File: config.mk
export PLATFORM = sky130hd
export DESIGN_NAME = ps2_key_decoder
export DESIGN_NICKNAME = d
export VERILOG_FILES = /design/src/rtl/ps2_key_decoder.sv
export SDC_FILE = /design/constraint.sdc
export NUM_CORES = 1
export LEC_CHECK = 0
export ABC_AREA = 1
export CORE_ASPECT_RATIO = 1.2
export CORE_MARGIN = 2
export CORE_UTILIZATION = 40
export CTS_BUF_LIST = sky130_fd_sc_hd__clkbuf_16
export CTS_CLUSTER_SIZE = 40
export DETAILED_ROUTE_END_ITERATION = 10
export DONT_BUFFER_PORTS = 1
export GPL_TIMING_DRIVEN = 0
export PLACE_DENSITY = 0.51
export SYNTH_ARGS = -nofsm -noshare
export SYNTH_HDL_FRONTEND = slang
export SYNTH_SLANG_ARGS = --single-unit
File: constraint.sdc
create_clock -name clock -period 2.7 [get_ports clock]
set_input_delay 0.135 -clock clock [delete_from_list [all_inputs] [get_ports clock]]
set_output_delay 0.135 -clock clock [all_outputs]
set_load 0.1 [all_outputs]
File: src/rtl/ps2_key_decoder.sv
// PS/2 keyboard receiver and key decoder: BCD duration entry, Enter, and auto-food keys.
// Optional feature: define PS2_PARITY_CHECK_EN to reject frames with even data+parity.
module ps2_key_decoder #(
  parameter int unsigned TIMEOUT_CYCLES = 50000
) (
  input  logic        clock,
  input  logic        reset,
  input  logic        ps2_clk,
  input  logic        ps2_dat,
  output logic [15:0] keyDuration,
  output logic        keyboardEnter,
  output logic        keyUpdated,
  output logic [2:0]  keyAutoMode,
  output logic        keyAutoChanged,
  output logic        frameError
);

  localparam logic [1:0] RX_IDLE   = 2'd0;
  localparam logic [1:0] RX_DATA   = 2'd1;
  localparam logic [1:0] RX_PARITY = 2'd2;
  localparam logic [1:0] RX_STOP   = 2'd3;

  localparam logic [0:0] DEC_MAKE  = 1'b0;
  localparam logic [0:0] DEC_BREAK = 1'b1;

  localparam int unsigned TMO_W = (TIMEOUT_CYCLES > 1) ? $clog2(TIMEOUT_CYCLES) : 1;
  localparam logic [TMO_W-1:0] TMO_LAST = TMO_W'(TIMEOUT_CYCLES - 1);

  // Returns {valid, digit} for a numeric make code.
  function automatic logic [4:0] digit_lut(input logic [7:0] code);
    case (code)
      8'h45:   digit_lut = {1'b1, 4'd0};
      8'h16:   digit_lut = {1'b1, 4'd1};
      8'h1E:   digit_lut = {1'b1, 4'd2};
      8'h26:   digit_lut = {1'b1, 4'd3};
      8'h25:   digit_lut = {1'b1, 4'd4};
      8'h2E:   digit_lut = {1'b1, 4'd5};
      8'h36:   digit_lut = {1'b1, 4'd6};
      8'h3D:   digit_lut = {1'b1, 4'd7};
      8'h3E:   digit_lut = {1'b1, 4'd8};
      8'h46:   digit_lut = {1'b1, 4'd9};
      default: digit_lut = 5'b0_0000;
    endcase
  endfunction

  // Returns {valid, mode} for an auto-food make code.
  function automatic logic [3:0] auto_lut(input logic [7:0] code);
    case (code)
      8'h4D:   auto_lut = {1'b1, 3'd0};
      8'h44:   auto_lut = {1'b1, 3'd1};
      8'h3A:   auto_lut = {1'b1, 3'd2};
      8'h2A:   auto_lut = {1'b1, 3'd3};
      8'h32:   auto_lut = {1'b1, 3'd4};
      8'h2D:   auto_lut = {1'b1, 3'd5};
      8'h23:   auto_lut = {1'b1, 3'd6};
      8'h1C:   auto_lut = {1'b1, 3'd7};
      default: auto_lut = 4'b0_000;
    endcase
  endfunction

  logic             ps2_clk_meta_q, ps2_clk_sync_q, ps2_clk_prev_q;
  logic             ps2_dat_meta_q, ps2_dat_sync_q;
  logic             ps2_fall_s;
  logic             parity_ok_s;

  logic [1:0]       rx_state_q, rx_state_d;
  logic [2:0]       bit_cnt_q, bit_cnt_d;
  logic [7:0]       shift_q, shift_d;
  logic [TMO_W-1:0] tmo_cnt_q, tmo_cnt_d;
  logic [7:0]       byte_q, byte_d;
  logic             byte_valid_q, byte_valid_d;
  logic             frame_err_q, frame_err_d;

  logic [0:0]       dec_state_q, dec_state_d;
  logic [15:0]      key_dur_q, key_dur_d;
  logic [2:0]       auto_mode_q, auto_mode_d;
  logic             enter_q, enter_d;
  logic             updated_q, updated_d;
  logic             auto_chg_q, auto_chg_d;
  logic [4:0]       digit_s;
  logic [3:0]       auto_s;

  assign ps2_fall_s = ps2_clk_prev_q & ~ps2_clk_sync_q;

`ifdef PS2_PARITY_CHECK_EN
  logic par_q, par_d;

  // Odd parity over data and parity bit is the only accepted form.
  function automatic logic odd_parity(input logic [7:0] data, input logic par);
    odd_parity = ^{data, par};
  endfunction

  assign parity_ok_s = odd_parity(shift_q, par_q);

  always_ff @(posedge clock or posedge reset) begin
    if (reset) begin
      par_q <= 1'b0;
    end else begin
      par_q <= par_d;
    end
  end
`else
  assign parity_ok_s = 1'b1;
`endif

  // Two-flop synchronizers plus a delayed copy of ps2_clk for falling-edge detection.
  always_ff @(posedge clock or posedge reset) begin
    if (reset) begin
      ps2_clk_meta_q <= 1'b0;
      ps2_clk_sync_q <= 1'b0;
      ps2_clk_prev_q <= 1'b0;
      ps2_dat_meta_q <= 1'b0;
      ps2_dat_sync_q <= 1'b0;
    end else begin
      ps2_clk_meta_q <= ps2_clk;
      ps2_clk_sync_q <= ps2_clk_meta_q;
      ps2_clk_prev_q <= ps2_clk_sync_q;
      ps2_dat_meta_q <= ps2_dat;
      ps2_dat_sync_q <= ps2_dat_meta_q;
    end
  end

  // Receiver next state: frame bits on each falling edge, timeout while mid-frame.
  always_comb begin
    rx_state_d   = rx_state_q;
    bit_cnt_d    = bit_cnt_q;
    shift_d      = shift_q;
    tmo_cnt_d    = tmo_cnt_q;
    byte_d       = byte_q;
    byte_valid_d = 1'b0;
    frame_err_d  = 1'b0;
`ifdef PS2_PARITY_CHECK_EN
    par_d        = par_q;
`endif
    if (ps2_fall_s) begin
      tmo_cnt_d = '0;
      case (rx_state_q)
        RX_IDLE: begin
          bit_cnt_d = 3'd0;
          if (!ps2_dat_sync_q) begin
            rx_state_d = RX_DATA;
          end else begin
            rx_state_d = RX_IDLE;
          end
        end
        RX_DATA: begin
          shift_d = {ps2_dat_sync_q, shift_q[7:1]};
          if (bit_cnt_q == 3'd7) begin
            bit_cnt_d  = 3'd0;
            rx_state_d = RX_PARITY;
          end else begin
            bit_cnt_d  = bit_cnt_q + 3'd1;
          end
        end
        RX_PARITY: begin
`ifdef PS2_PARITY_CHECK_EN
          par_d      = ps2_dat_sync_q;
`endif
          rx_state_d = RX_STOP;
        end
        RX_STOP: begin
          rx_state_d = RX_IDLE;
          bit_cnt_d  = 3'd0;
          if (ps2_dat_sync_q && parity_ok_s) begin
            byte_d       = shift_q;
            byte_valid_d = 1'b1;
          end else begin
            frame_err_d  = 1'b1;
          end
        end
        default: begin
          rx_state_d = RX_IDLE;
          bit_cnt_d  = 3'd0;
        end
      endcase
    end else if (rx_state_q != RX_IDLE) begin
      if (tmo_cnt_q == TMO_LAST) begin
        rx_state_d  = RX_IDLE;
        bit_cnt_d   = 3'd0;
        tmo_cnt_d   = '0;
        frame_err_d = 1'b1;
      end else begin
        tmo_cnt_d   = tmo_cnt_q + {{(TMO_W-1){1'b0}}, 1'b1};
      end
    end else begin
      tmo_cnt_d = '0;
    end
  end

  // Receiver state registers.
  always_ff @(posedge clock or posedge reset) begin
    if (reset) begin
      rx_state_q   <= RX_IDLE;
      bit_cnt_q    <= 3'd0;
      shift_q      <= 8'h00;
      tmo_cnt_q    <= '0;
      byte_q       <= 8'h00;
      byte_valid_q <= 1'b0;
      frame_err_q  <= 1'b0;
    end else begin
      rx_state_q   <= rx_state_d;
      bit_cnt_q    <= bit_cnt_d;
      shift_q      <= shift_d;
      tmo_cnt_q    <= tmo_cnt_d;
      byte_q       <= byte_d;
      byte_valid_q <= byte_valid_d;
      frame_err_q  <= frame_err_d;
    end
  end

  assign digit_s = digit_lut(byte_q);
  assign auto_s  = auto_lut(byte_q);

  // Decoder next state: E0 prefix is transparent, F0 swallows the following byte.
  always_comb begin
    dec_state_d = dec_state_q;
    key_dur_d   = key_dur_q;
    auto_mode_d = auto_mode_q;
    enter_d     = 1'b0;
    updated_d   = 1'b0;
    auto_chg_d  = 1'b0;
    if (byte_valid_q) begin
      if (byte_q == 8'hE0) begin
        dec_state_d = dec_state_q;
      end else if (dec_state_q == DEC_BREAK) begin
        dec_state_d = DEC_MAKE;
      end else if (byte_q == 8'hF0) begin
        dec_state_d = DEC_BREAK;
      end else if (digit_s[4]) begin
        key_dur_d = {key_dur_q[11:0], digit_s[3:0]};
        updated_d = 1'b1;
      end else if (byte_q == 8'h66) begin
        key_dur_d = {4'h0, key_dur_q[15:4]};
        updated_d = 1'b1;
      end else if (byte_q == 8'h76) begin
        key_dur_d = 16'h0000;
        updated_d = 1'b1;
      end else if (byte_q == 8'h5A) begin
        enter_d = 1'b1;
      end else if (auto_s[3]) begin
        auto_mode_d = auto_s[2:0];
        auto_chg_d  = 1'b1;
      end else begin
        dec_state_d = DEC_MAKE;
      end
    end else begin
      dec_state_d = dec_state_q;
    end
  end

  // Decoder and output registers.
  always_ff @(posedge clock or posedge reset) begin
    if (reset) begin
      dec_state_q <= DEC_MAKE;
      key_dur_q   <= 16'h0000;
      auto_mode_q <= 3'd0;
      enter_q     <= 1'b0;
      updated_q   <= 1'b0;
      auto_chg_q  <= 1'b0;
    end else begin
      dec_state_q <= dec_state_d;
      key_dur_q   <= key_dur_d;
      auto_mode_q <= auto_mode_d;
      enter_q     <= enter_d;
      updated_q   <= updated_d;
      auto_chg_q  <= auto_chg_d;
    end
  end

  assign keyDuration    = key_dur_q;
  assign keyboardEnter  = enter_q;
  assign keyUpdated     = updated_q;
  assign keyAutoMode    = auto_mode_q;
  assign keyAutoChanged = auto_chg_q;
  assign frameError     = frame_err_q;

endmodule

# [Word level (Yosys, flattened, before mapping)]
# Index checks and enable logic that the tools add are counted.
[classes] n_addsub=2 mul=0 n_div=0 n_lt_le_gt_ge=0 eq_ne=30 shift=0 muxes=53 bitwise_logic=9 n_reduce_logical=13
[ops] cell="$mux W16" count=6
[ops] cell="$eq A8 B6 Y1 const B" count=11
[ops] cell="$eq A8 B7 Y1 const B" count=7
[ops] cell="$pmux W5 S10" count=1
[ops] cell="$mux W1" count=35
[ops] cell="$pmux W4 S8" count=1
[ops] cell="$eq A8 B5 Y1 const B" count=3
[ops] cell="$add A16 B1 Y16 const B" count=1
[ops] cell="$eq A16 B16 Y1 const B" count=1
[ops] cell="$eq A8 B8 Y1 const B" count=2
[ops] cell="$mux W3" count=4
[ops] cell="$reduce_and A3 Y1" count=3
[ops] cell="$reduce_and A9 Y1" count=1
[ops] cell="$mux W2" count=4
[ops] cell="$not A1 Y1" count=8
[ops] cell="$pmux W2 S4" count=1
[ops] cell="$pmux W3 S2" count=1
[ops] cell="$reduce_bool A2 Y1" count=3
[ops] cell="$reduce_and A5 Y1" count=1
[ops] cell="$eq A2 B2 Y1 const B" count=2
[ops] cell="$reduce_and A2 Y1" count=2
[ops] cell="$add A3 B1 Y3 const B" count=1
[ops] cell="$eq A3 B3 Y1 const B" count=1
[ops] cell="$ne A3 B2 Y1 const B" count=1
[ops] cell="6 further kinds" count=6
[totals] reg_bits=67 latchBits=0 mem_bits_rw=0 rom_bits=0 in_bits=4 out_inout_bits=23 elab_cells=125 mem_count=0

# [Longest topological paths before layout]
# Gate-level depths: netlist (run 1).
[depth] ltp_word=11 ltp_mapped=11 mapped_depth_nobuf=11

# [Least setup slack after synthesis (run 1)]
# No wires, ideal clock.
[synth_path] kind="register -> register" start="reg byte_q[1]" end="reg key_dur_q[4], in the netlist keyDuration[4]" setup_ns=0.068 arrival_ns=1.469 required_time_ns=2.632 slack_ns=1.164 path_stages_with_launch=11 path_buffers=1 synth_period_minus_slack_ns=1.536 cell_sequence="dfrtp_1 nor2_1 nand2_1 nor3_2 nor2_1 nand2_2 inv_1 nand2_4 buf_6 nand2_1 nand2_1"
[synth_via] elab_chain_len=4 word_cells_on_any_way=21 cone_classes="eq/ne: 14; mux: 3; bitwise: 2; reduce/logical: 2"
[synth_lines] element="from (decl)" line_no="70" rtl="logic [7:0] byte_q, byte_d;"
[synth_lines] element="from (signal assigned)" line_no="205" rtl="byte_q <= byte_d;"
[synth_lines] element="$eq A8 B7 Y1, or another cell as far along" line_no="31" rtl="case (code)"
[synth_lines] element="$pmux W5 S10" line_no="31"
[synth_lines] element="$reduce_bool A3 Y1 (no line)"
[synth_lines] element="$reduce_and A5 Y1 (no line)"
[synth_lines] element="to (signal assigned)" line_no="262" rtl="key_dur_q <= key_dur_d;"
[synth_lines] element="to (decl)" line_no="75" rtl="logic [15:0] key_dur_q, key_dur_d;"
# Several ways; a longest one is shown, not always the timed one.
# A chain may end at the register's enable or synchronous reset.

# [Worst setup path after layout (run 1)]
[layout_path] start="reg tmo_cnt_q[0]" end="reg tmo_cnt_q[2]"
[layout_via] elab_chain_len=4 word_cells_on_any_way=5 cone_classes="add/sub: 1; eq/ne: 1; mux: 3"
[layout_lines] element="from (decl)" line_no="69" rtl="logic [TMO_W-1:0] tmo_cnt_q, tmo_cnt_d;"
[layout_lines] element="from (signal assigned)" line_no="204" rtl="tmo_cnt_q <= tmo_cnt_d;"
[layout_lines] element="$add A16 B1 Y16 or $eq A16 B16 Y1 (tied branches)" line_no="183, 177"
[layout_lines] element="$mux W16 *" line_no="177" rtl="if (tmo_cnt_q == TMO_LAST) begin"
[layout_lines] element="$mux W16 *" line_no="176" rtl="end else if (rx_state_q != RX_IDLE) begin"
[layout_lines] element="$mux W16 *" line_no="135" rtl="if (ps2_fall_s) begin"
[layout_lines] element="net tmo_cnt_d[2]" line_no="69"
# The timed path passes the listed nets; every way through them passes the cells marked *.

==> metrics.cfg, run 1 <==
[grt]
grt-ovfl-total=0
met3_usage_pct=4.127
grt_max_degree=68
grtUsageMet2_pct=29.00
grt_pass1_vias=2627
grt_pass1_wl_um=12160
grtUsageTotal_pct=16.89
use_met1_pct=19.99
antenna_found_initial=0
grt-busiest-layer=met2

[synth]
synth_warnings=0
synthesis.nets=430
yosysTopAreaCellShare_pct=49.89
yosysSeqAreaShare_pct=49.89
synthTopCellsByArea=dfrtp_1, nand2_1, inv_1, o21ai_0, nor2_1
postSynthCellCount=419
synth_top_area_cell=dfrtp_1
ys_ff_latch=67
ys_types=32
syn-cell-area_um2=3361
syn_area_per_cell_um2=8.021

[cells_and_area]
fin_area_um2=3790
layout.nets=444
drive_gt1_share_pct=9.589
syn_to_final_growth_pct=12.77
fill_cells=819
antenna_cells=0

[critical_path]
crit_path_max_fanout=8
reg2reg_depth=8
cpMaxStageDelayCell=dfrtp_1
crit_buf_inv=1
endpoint_kind=register
cpPeakStageDelay_ns=0.39
timing_worst_setup_path_type=reg -> reg
path_delay_family=simple AND/OR/NAND/NOR gates
r2r_start=tmo_cnt_q[0]
cpMostUsedCell=nand3_1
start_kind=register
arrival_ns=2.14
rr_endpoint=tmo_cnt_q[2]
rrSetupSlack_ns=0.81
worst-endpoint-required_ns=2.95
crit_path_cell_trace=ha_1 -> nand3_1 -> nor2_1 -> nand3_1 -> nand3_1 -> inv_1 -> o21ai_0 -> a21oi_1

[die]
dieArea_um2=9154
die_h_um=104.4
coreArea_um2=8153
fp.dieW_um=87.68
initial_core_util_pct=41.22
ioPinCount=27
rows=36

[detailed_routing]
drc=0
dr.pass1.iters=4
ant_nets=0
vias_per_cell=4.703
wl_um=6840
avgRoutedWirePerCell_um=12.39
vias=2596
first_iter_violations=49

[sta]
maxSlewHeadroom_pct=33.12
finalSetupViolCount=0
tns_ns=0
final.setup_skew_ns=0.007782
rsz0062_at_grt=false
hold_violations=0
slew_viol_final=0
clock.fmax_ghz=0.5284
finalCriticalPeriod_ns=1.893
worst_slack_ns=0.8074
hold_slack_ns=0.3479
tightestPinTransition_ns=1.003
fin_crit_sh_pct=70.10

[min_path]
hp-start=ps2_clk_meta_q
hold_depth=0
hold_class=reg -> reg
hold_end=ps2_clk_sync_q

[place]
dp_slack_ns=0.7769
postPlaceCellArea_um2=3506
portBuffers=0
hpwl_um=4855
gp_congestion=0.8929

[clock_tree]
insertion_delay_ns=0.33
cts_sinks=67
cts.path.max_buffers=2
tritoncts=yes
clockRootBuffer=clkbuf_16
clk_pin_slew_ns=0.05
h-tree-depth=3
cts_buffers=9
ctsResizeCount=0

[power_and_ir_drop]
p_leak_uw=0.001912
powerDensity_nw_per_um2=567.5
power_uw=2151
ir_drop_uv=280.3

[outcome]
status=complete, no violations

[job]
drv_cap=0

worst max path at each step:
stage / start / to / slack [ns] / cells past startpoint
final: tmo_cnt_q[0] / tmo_cnt_q[2] / 0.81 / 8
after global routing: tmo_cnt_q[0] / tmo_cnt_q[15] / 0.55 / 8
after CTS: tmo_cnt_q[0] / tmo_cnt_q[12] / 0.78 / 8
after detailed placement: tmo_cnt_q[0] / tmo_cnt_q[15] / 0.78 / 8
after global placement: reset / dec_state_q / 0.14 / 1
after floorplan: reset / bit_cnt_q[0] / 0.88 / 1
Yosys cell counts (all sizes together):
cell type / n
nand2: 152
dfrtp: 67
inv: 50
nor2: 45
o21ai: 31
nand3: 25
nor3: 13
a21oi: 8
ha: 7
nand4: 5
xor2: 3
buf: 2
clkbuf: 2
nand3b: 2
o21a: 2
a21boi: 1
and3: 1
o2111ai: 1
or2: 1
or3: 1
where the power goes:
part	internal [µW]	total (µW)	switching, µW
clock network	600	1010	408
logic	24.2	89.4	65.1
registers	1030	1050	22.5
sequential cells by signal (all words and copies together) (netlist names):
name / flops
bit_cnt_q: 3
byte_q: 8
byte_valid_q: 1
dec_state_q: 1
frameError: 1
keyAutoChanged: 1
keyAutoMode: 3
keyDuration: 16
keyUpdated: 1
keyboardEnter: 1
ps2_clk_meta_q: 1
ps2_clk_prev_q: 1
ps2_clk_sync_q: 1
ps2_dat_meta_q: 1
ps2_dat_sync_q: 1
rx_state_q: 2
shift_q: 8
tmo_cnt_q: 16
layer usage:
metal / vias to the layer above / wire length [µm]
met4: 0 / 123
met3: 9 / 267
met1: 1186 / 2903
met2: 47 / 3546
li1: 1354 / -
met5: - / 0
cells by family after synthesis:
kind of cell	synth area share [%]
buf+inv	6.292
simple gates	33.47
compound gates	6.962
fa+ha+maj	2.606
flops	49.89
xor+xnor	0.7820
layout make-up:
cell class | count | area, µm² | area share (%)
Sequential cell | 67 | 1677 | 44.24
Multi-Input combinational cell | 298 | 1473 | 38.86
Clock buffer | 9 | 225.2 | 5.943
Inverter | 50 | 190.2 | 5.018
Tap cell | 114 | 142.6 | 3.764
Timing Repair Buffer | 3 | 30.03 | 0.7923
Clock inverter | 7 | 28.78 | 0.7593
Buffer | 4 | 23.77 | 0.6273
per-stage QoR:
step,utilization [%],std cells
finish,46.49,552
global route,46.49,552
global placement,42.97,533
CTS,46.49,552
floorplan,-,419
detailed placement,43.00,533
what timing repair did:
item / in CTS / in global routing
hold endpoints to repair: 69 / 0
buffers inserted: 0 / 0
hold buffers: 3 / 0
layout by cell type, fill, tap and decap left out, types with 2 or more instances in the layout:
master and count:
nand2_1 146, dfrtp_1 67, inv_1 47, nor2_1 36, o21ai_0 30, nand3_1 24, nor3_1 10, clkbuf_16 9
a21oi_1 8, ha_1 7, nor2_4 5, inv_2 5, nand2_2 5, nand4_1 4, nor2_2 3, xor2_1 3
dlygate4sd3_1 3, nor3_2 2, clkbuf_1 2, nand3b_1 2, o21a_1 2, clkinv_1 2, clkinv_2 2
Power figures use the tool's default switching activity.
==> inputs of run 2 (changes only) <==
- ABC_AREA: 1 -> 0
- PLACE_DENSITY: 0.51 -> 0.53
- clock period: 2.7 -> 1.55 ns (I/O delays scaled with it)
==> metrics.cfg, run 2 <==
[min_path]
hold_class=in -> reg
hold_depth=1

[synth]
synth_top_area_cell=dfrtp_1
synth_async_sr_flop_share_pct=100.0
synth_flop_cell=dfrtp_1
syn-cell-area_um2=3379
synthTopCellsByArea=dfrtp_1, mux2_2, o221a_2, nor2_1, ha_1
synth_common_cells=dfrtp_1, nor2_1, mux2_2, inv_1
synth-edff-count=0
yosysSeqAreaShare_pct=49.61
synthesis.nets=324
ys_ff_latch=67
ys_types=53
yosysTopAreaCellShare_pct=49.61
synth_warnings=0
postSynthCellCount=313
synth.most_common_cell=dfrtp_1
syn_area_per_cell_um2=10.80

[critical_path]
worst-endpoint-required_ns=1.76
rrSetupSlack_ns=-0.48
crit_path_max_fanout=7
start_kind=register
arrival_ns=2.25
reg2reg_depth=5
timing_worst_setup_path_type=reg -> reg
endpoint_kind=register

[detailed_routing]
wl_um=7552
dr.pass1.iters=4
avgRoutedWirePerCell_um=15.57
vias_per_cell=5.322
vias=2581
first_iter_violations=139
ant_nets=0
drc=0

[cells_and_area]
fill_cells=675
layout.nets=378
fin_area_um2=4662
syn_to_final_growth_pct=37.95
drive_gt1_share_pct=44.47
final_cell_mix=dfrtp_1, buf_4, inv_1, mux2_2, nor2_1
antenna_cells=0
layout_commonest_cell=dfrtp_1
final_util_pct=57.18

[place]
portBuffers=0
gp_congestion=0.8911
postPlaceCellArea_um2=3686
dp_slack_ns=-0.6235
hpwl_um=4780

[grt]
grtUsageTotal_pct=17.25
grt-ovfl-total=0
antenna_found_initial=0
grt_max_degree=39
grt_pass1_wl_um=12490
grt_pass1_vias=2583

[job]
drv_cap=0

[sta]
tns_ns=-9.947
fin_crit_sh_pct=131.2
maxSlewHeadroom_pct=35.06
finalSetupViolCount=42
final.setup_skew_ns=0.006068
worst_slack_ns=-0.4842
tightestPinTransition_ns=0.9740
finalCriticalPeriod_ns=2.034
slew_viol_final=0
clock.fmax_ghz=0.4916
hold_violations=0
rsz0062_at_grt=true

[power_and_ir_drop]
powerDensity_nw_per_um2=889.9
p_leak_uw=0.001993
power_uw=4149
ir_drop_uv=651.6

[die]
initial_core_util_pct=41.45
coreArea_um2=8153
rows=36
die_h_um=104.7
dieArea_um2=9203
ioPinCount=27
fp.dieW_um=87.91

[clock_tree]
cts_sinks=67
insertion_delay_ns=0.33
clk_pin_slew_ns=0.06
tritoncts=yes
cts.path.max_buffers=2
cts_buffers=9
h-tree-depth=3
clockRootBuffer=clkbuf_16

[outcome]
violations=setup timing
status=finished with violations

## run 2: worst paths after layout
| kind | startpoint | to |
|---|---|---|
| hold / removal | ps2_clk | ps2_clk_meta_q |
| max in group asynchronous | reset | byte_q[7] |
| hold reg to reg | ps2_clk_meta_q | ps2_clk_sync_q |
| min in group asynchronous | reset | byte_q[1] |
| setup reg to reg | byte_q[7] | keyDuration[2] |
| setup / recovery | byte_q[7] | keyDuration[2] |
## run 2: through the flow
| step | cells | hold slack [ns] |
|---|---|---|
| after global placement | 427 | 0.1090 |
| after global routing | 485 | 0.3087 |
| after detailed placement | 428 | 0.1090 |
| after CTS | 476 | 0.2928 |
| final | 485 | 0.3056 |
| after floorplan | 313 | 0.1089 |
## run 2: final cells by class
class                      instances  area [µm²]  area share, %
tap                              114       142.6          3.060
timing repair buffer              45       409.1          8.776
sequential                        67        1683          36.10
inverter                          20       81.33          1.744
buffer                            12       101.3          2.174
clock inverter                     6       82.58          1.771
multi-input combinational        212        1937          41.55
clock buffer                       9       225.2          4.831
## run 2: timing repair
action,in CTS,in global routing
pin swaps,13,18
resized for setup,33,53
hold buffers,3,0
endpoints found under the hold margin,39,0
setup endpoints to repair,46,40
cloned,1,1
setup buffers,31,9
## run 2: kinds of logic after synthesis
| kind of cell | after synthesis | synth area share (%) |
|---|---|---|
| buf+inv | 34 | 4.517 |
| fa+ha+maj | 7 | 2.592 |
| mux | 23 | 7.590 |
| simple gates | 102 | 16.88 |
| flops | 67 | 49.61 |
| xor+xnor | 18 | 4.665 |
| compound gates | 62 | 14.14 |
## run 2: critical path, stage by stage, from the launching register on
cell and delay (ns):
dfrtp_2 0.46, or4b_4 0.58, o221a_4 0.27, a21oi_4 0.18
buf_12 0.14, mux2_4 0.29
## run 2: report_power, final
| group | leakage (µW) | switching (µW) | internal (µW) |
|---|---|---|---|
| Sequential | 0.000913 | 38.6 | 1790 |
| Combinational | 0.000924 | 115 | 82.2 |
| Clock | 0.000156 | 731 | 1390 |
| Total | 0.00199 | 884 | 3260 |
## run 2: per-layer routing
| metal | vias up | share of wire [%] | global-route usage [%] |
|---|---|---|---|
| met2 | 50 | 51 | 27.71 |
| met1 | 1268 | 43 | 21.88 |
| met3 | 22 | 2.2 | 2.844 |
| met4 | 0 | 3.6 | 9.121 |
| met5 | - | 0 | 0 |
| li1 | 1241 | - | - |
==> inputs of run 3 (changes only) <==
- CTS_BUF_LIST: sky130_fd_sc_hd__clkbuf_16 -> sky130_fd_sc_hd__clkbuf_8
- MAX_ROUTING_LAYER: default -> met4
==> metrics.cfg, run 3 (synthesis results as in run 2) <==
[die]
dieArea_um2=9203
die_h_um=104.7
initial_core_util_pct=41.45
fp.dieW_um=87.91
rows=36
coreArea_um2=8153
ioPinCount=27

[detailed_routing]
vias_per_cell=5.246
first_iter_violations=87
drc=0
vias=2539
avgRoutedWirePerCell_um=15.44
wl_um=7475
dr.pass1.iters=4
ant_nets=0

[critical_path]
r2r_start=byte_q[0]
cpMaxStageDelayCell=or4_4
rr_endpoint=keyDuration[3]
cp-startpoint=byte_q[0]
cpPeakStageDelay_ns=0.51
timing_worst_setup_path_type=reg -> reg
crit_path_cell_trace=nand4bb_4 -> or4_4 -> o221a_4 -> a21oi_4 -> buf_12 -> mux2_4
arrival_ns=2.28
worst-endpoint-required_ns=1.78
rrSetupSlack_ns=-0.50
start_kind=register
reg2reg_depth=6
crit_path_max_fanout=6
endpoint_kind=register

[power_and_ir_drop]
power_uw=3578
p_leak_uw=0.001923
powerDensity_nw_per_um2=790.6
ir_drop_uv=429.9

[min_path]
hold_end=ps2_clk_meta_q
hold_depth=1
hold_class=in -> reg
hp-start=ps2_clk

[clock_tree]
clk_pin_slew_ns=0.08
insertion_delay_ns=0.34
cts_sinks=67
tritoncts=yes
cts.path.max_buffers=2
clockRootBuffer=clkbuf_8
cts_buffers=9
h-tree-depth=3

[job]
drv_cap=0

[cells_and_area]
layout_commonest_cell=dfrtp_1
final_util_pct=55.51
stdcell_count=484
syn_to_final_growth_pct=33.91
layout.nets=377
fill_cells=698
final_cell_mix=dfrtp_1, buf_4, inv_1, nor2_1, mux2_2
antenna_cells=0
drive_gt1_share_pct=43.24

[sta]
worst_slack_ns=-0.5031
finalSetupViolCount=31
rsz0062_at_grt=true
fin_crit_sh_pct=132.5
hold_violations=0
clock.fmax_ghz=0.4871
final.setup_skew_ns=0.01000
tightestPinTransition_ns=0.9916
maxSlewHeadroom_pct=33.89
slew_viol_final=0
finalCriticalPeriod_ns=2.053

[place]
placed_cells=428
hpwl_um=4780
dp_slack_ns=-0.6235
gp_congestion=0.9061
portBuffers=0

[grt]
grt-ovfl-total=0
grt_pass1_vias=2605
grt_pass1_wl_um=12390
grtUsageTotal_pct=17.56
antenna_found_initial=0
grt_max_degree=39

[outcome]
violations=setup timing
status=finished with violations

==> run 3: worst max path at each step <==
stage / end / slack [ns] / depth (start not counted)
after detailed placement: keyDuration[2] / -0.62 / 5
after global placement: keyDuration[3] / -0.65 / 5
after global routing: keyDuration[2] / -0.57 / 6
after floorplan: keyDuration[1] / -0.42 / 5
after CTS: keyDuration[2] / -0.50 / 6
final: keyDuration[3] / -0.50 / 6
==> run 3: area by class of cell <==
type / count / area, µm² / share of cell area, %
sequential: 67 / 1685 / 37.24
multi-input combinational: 212 / 1928 / 42.60
inverter: 20 / 78.83 / 1.742
clock inverter: 6 / 82.58 / 1.825
buffer: 13 / 106.4 / 2.350
tap: 114 / 142.6 / 3.152
clock buffer: 9 / 123.9 / 2.737
timing repair buffer: 43 / 377.9 / 8.349
==> run 3: metal layers <==
metal / up-vias / GRT usage (%) / routed length, µm
met3: 14 / 4.107 / 188
met4: 0 / 7.143 / 133
met5: - / - / 0
li1: 1233 / - / -
met2: 38 / 27.60 / 3919
met1: 1254 / 21.58 / 3234
==> run 3: metrics by stage <==
stage	setup TNS, ns	area, µm²	hold slack [ns]
final	-9.789	4526	0.2907
after global routing	-11.87	4526	0.2791
after CTS	-9.630	4297	0.2717
after detailed placement	-16.95	3686	0.1090
after global placement	-16.79	3666	0.1090
after floorplan	-6.165	3523	0.1089
==> run 3: power by group <==
group	switching, µW	internal (µW)	total, µW
sequential	39.0	1790	1830
clock	667	888	1550
combinational	112	81.5	194
total	818	2760	3580
==> run 3: worst max-delay path, delay by kind of cell, from the launching register on <==
| kind | cells | cell delay (ns) |
|---|---|---|
| buffers and inverters | 1 | 0.14 |
| AO/OA/AOI/OAI | 2 | 0.33 |
| AND/OR/NAND/NOR | 2 | 0.76 |
| multiplexers | 1 | 0.29 |
| flip-flops | 1 | 0.42 |
==> run 3: what timing repair did <==
item,in CTS,in global routing
endpoints found under the setup margin,46,40
pin swaps,15,18
hold endpoints to repair,39,0
cloned,1,1
hold buffers,3,0
resized for setup,40,41
buffers inserted,29,9
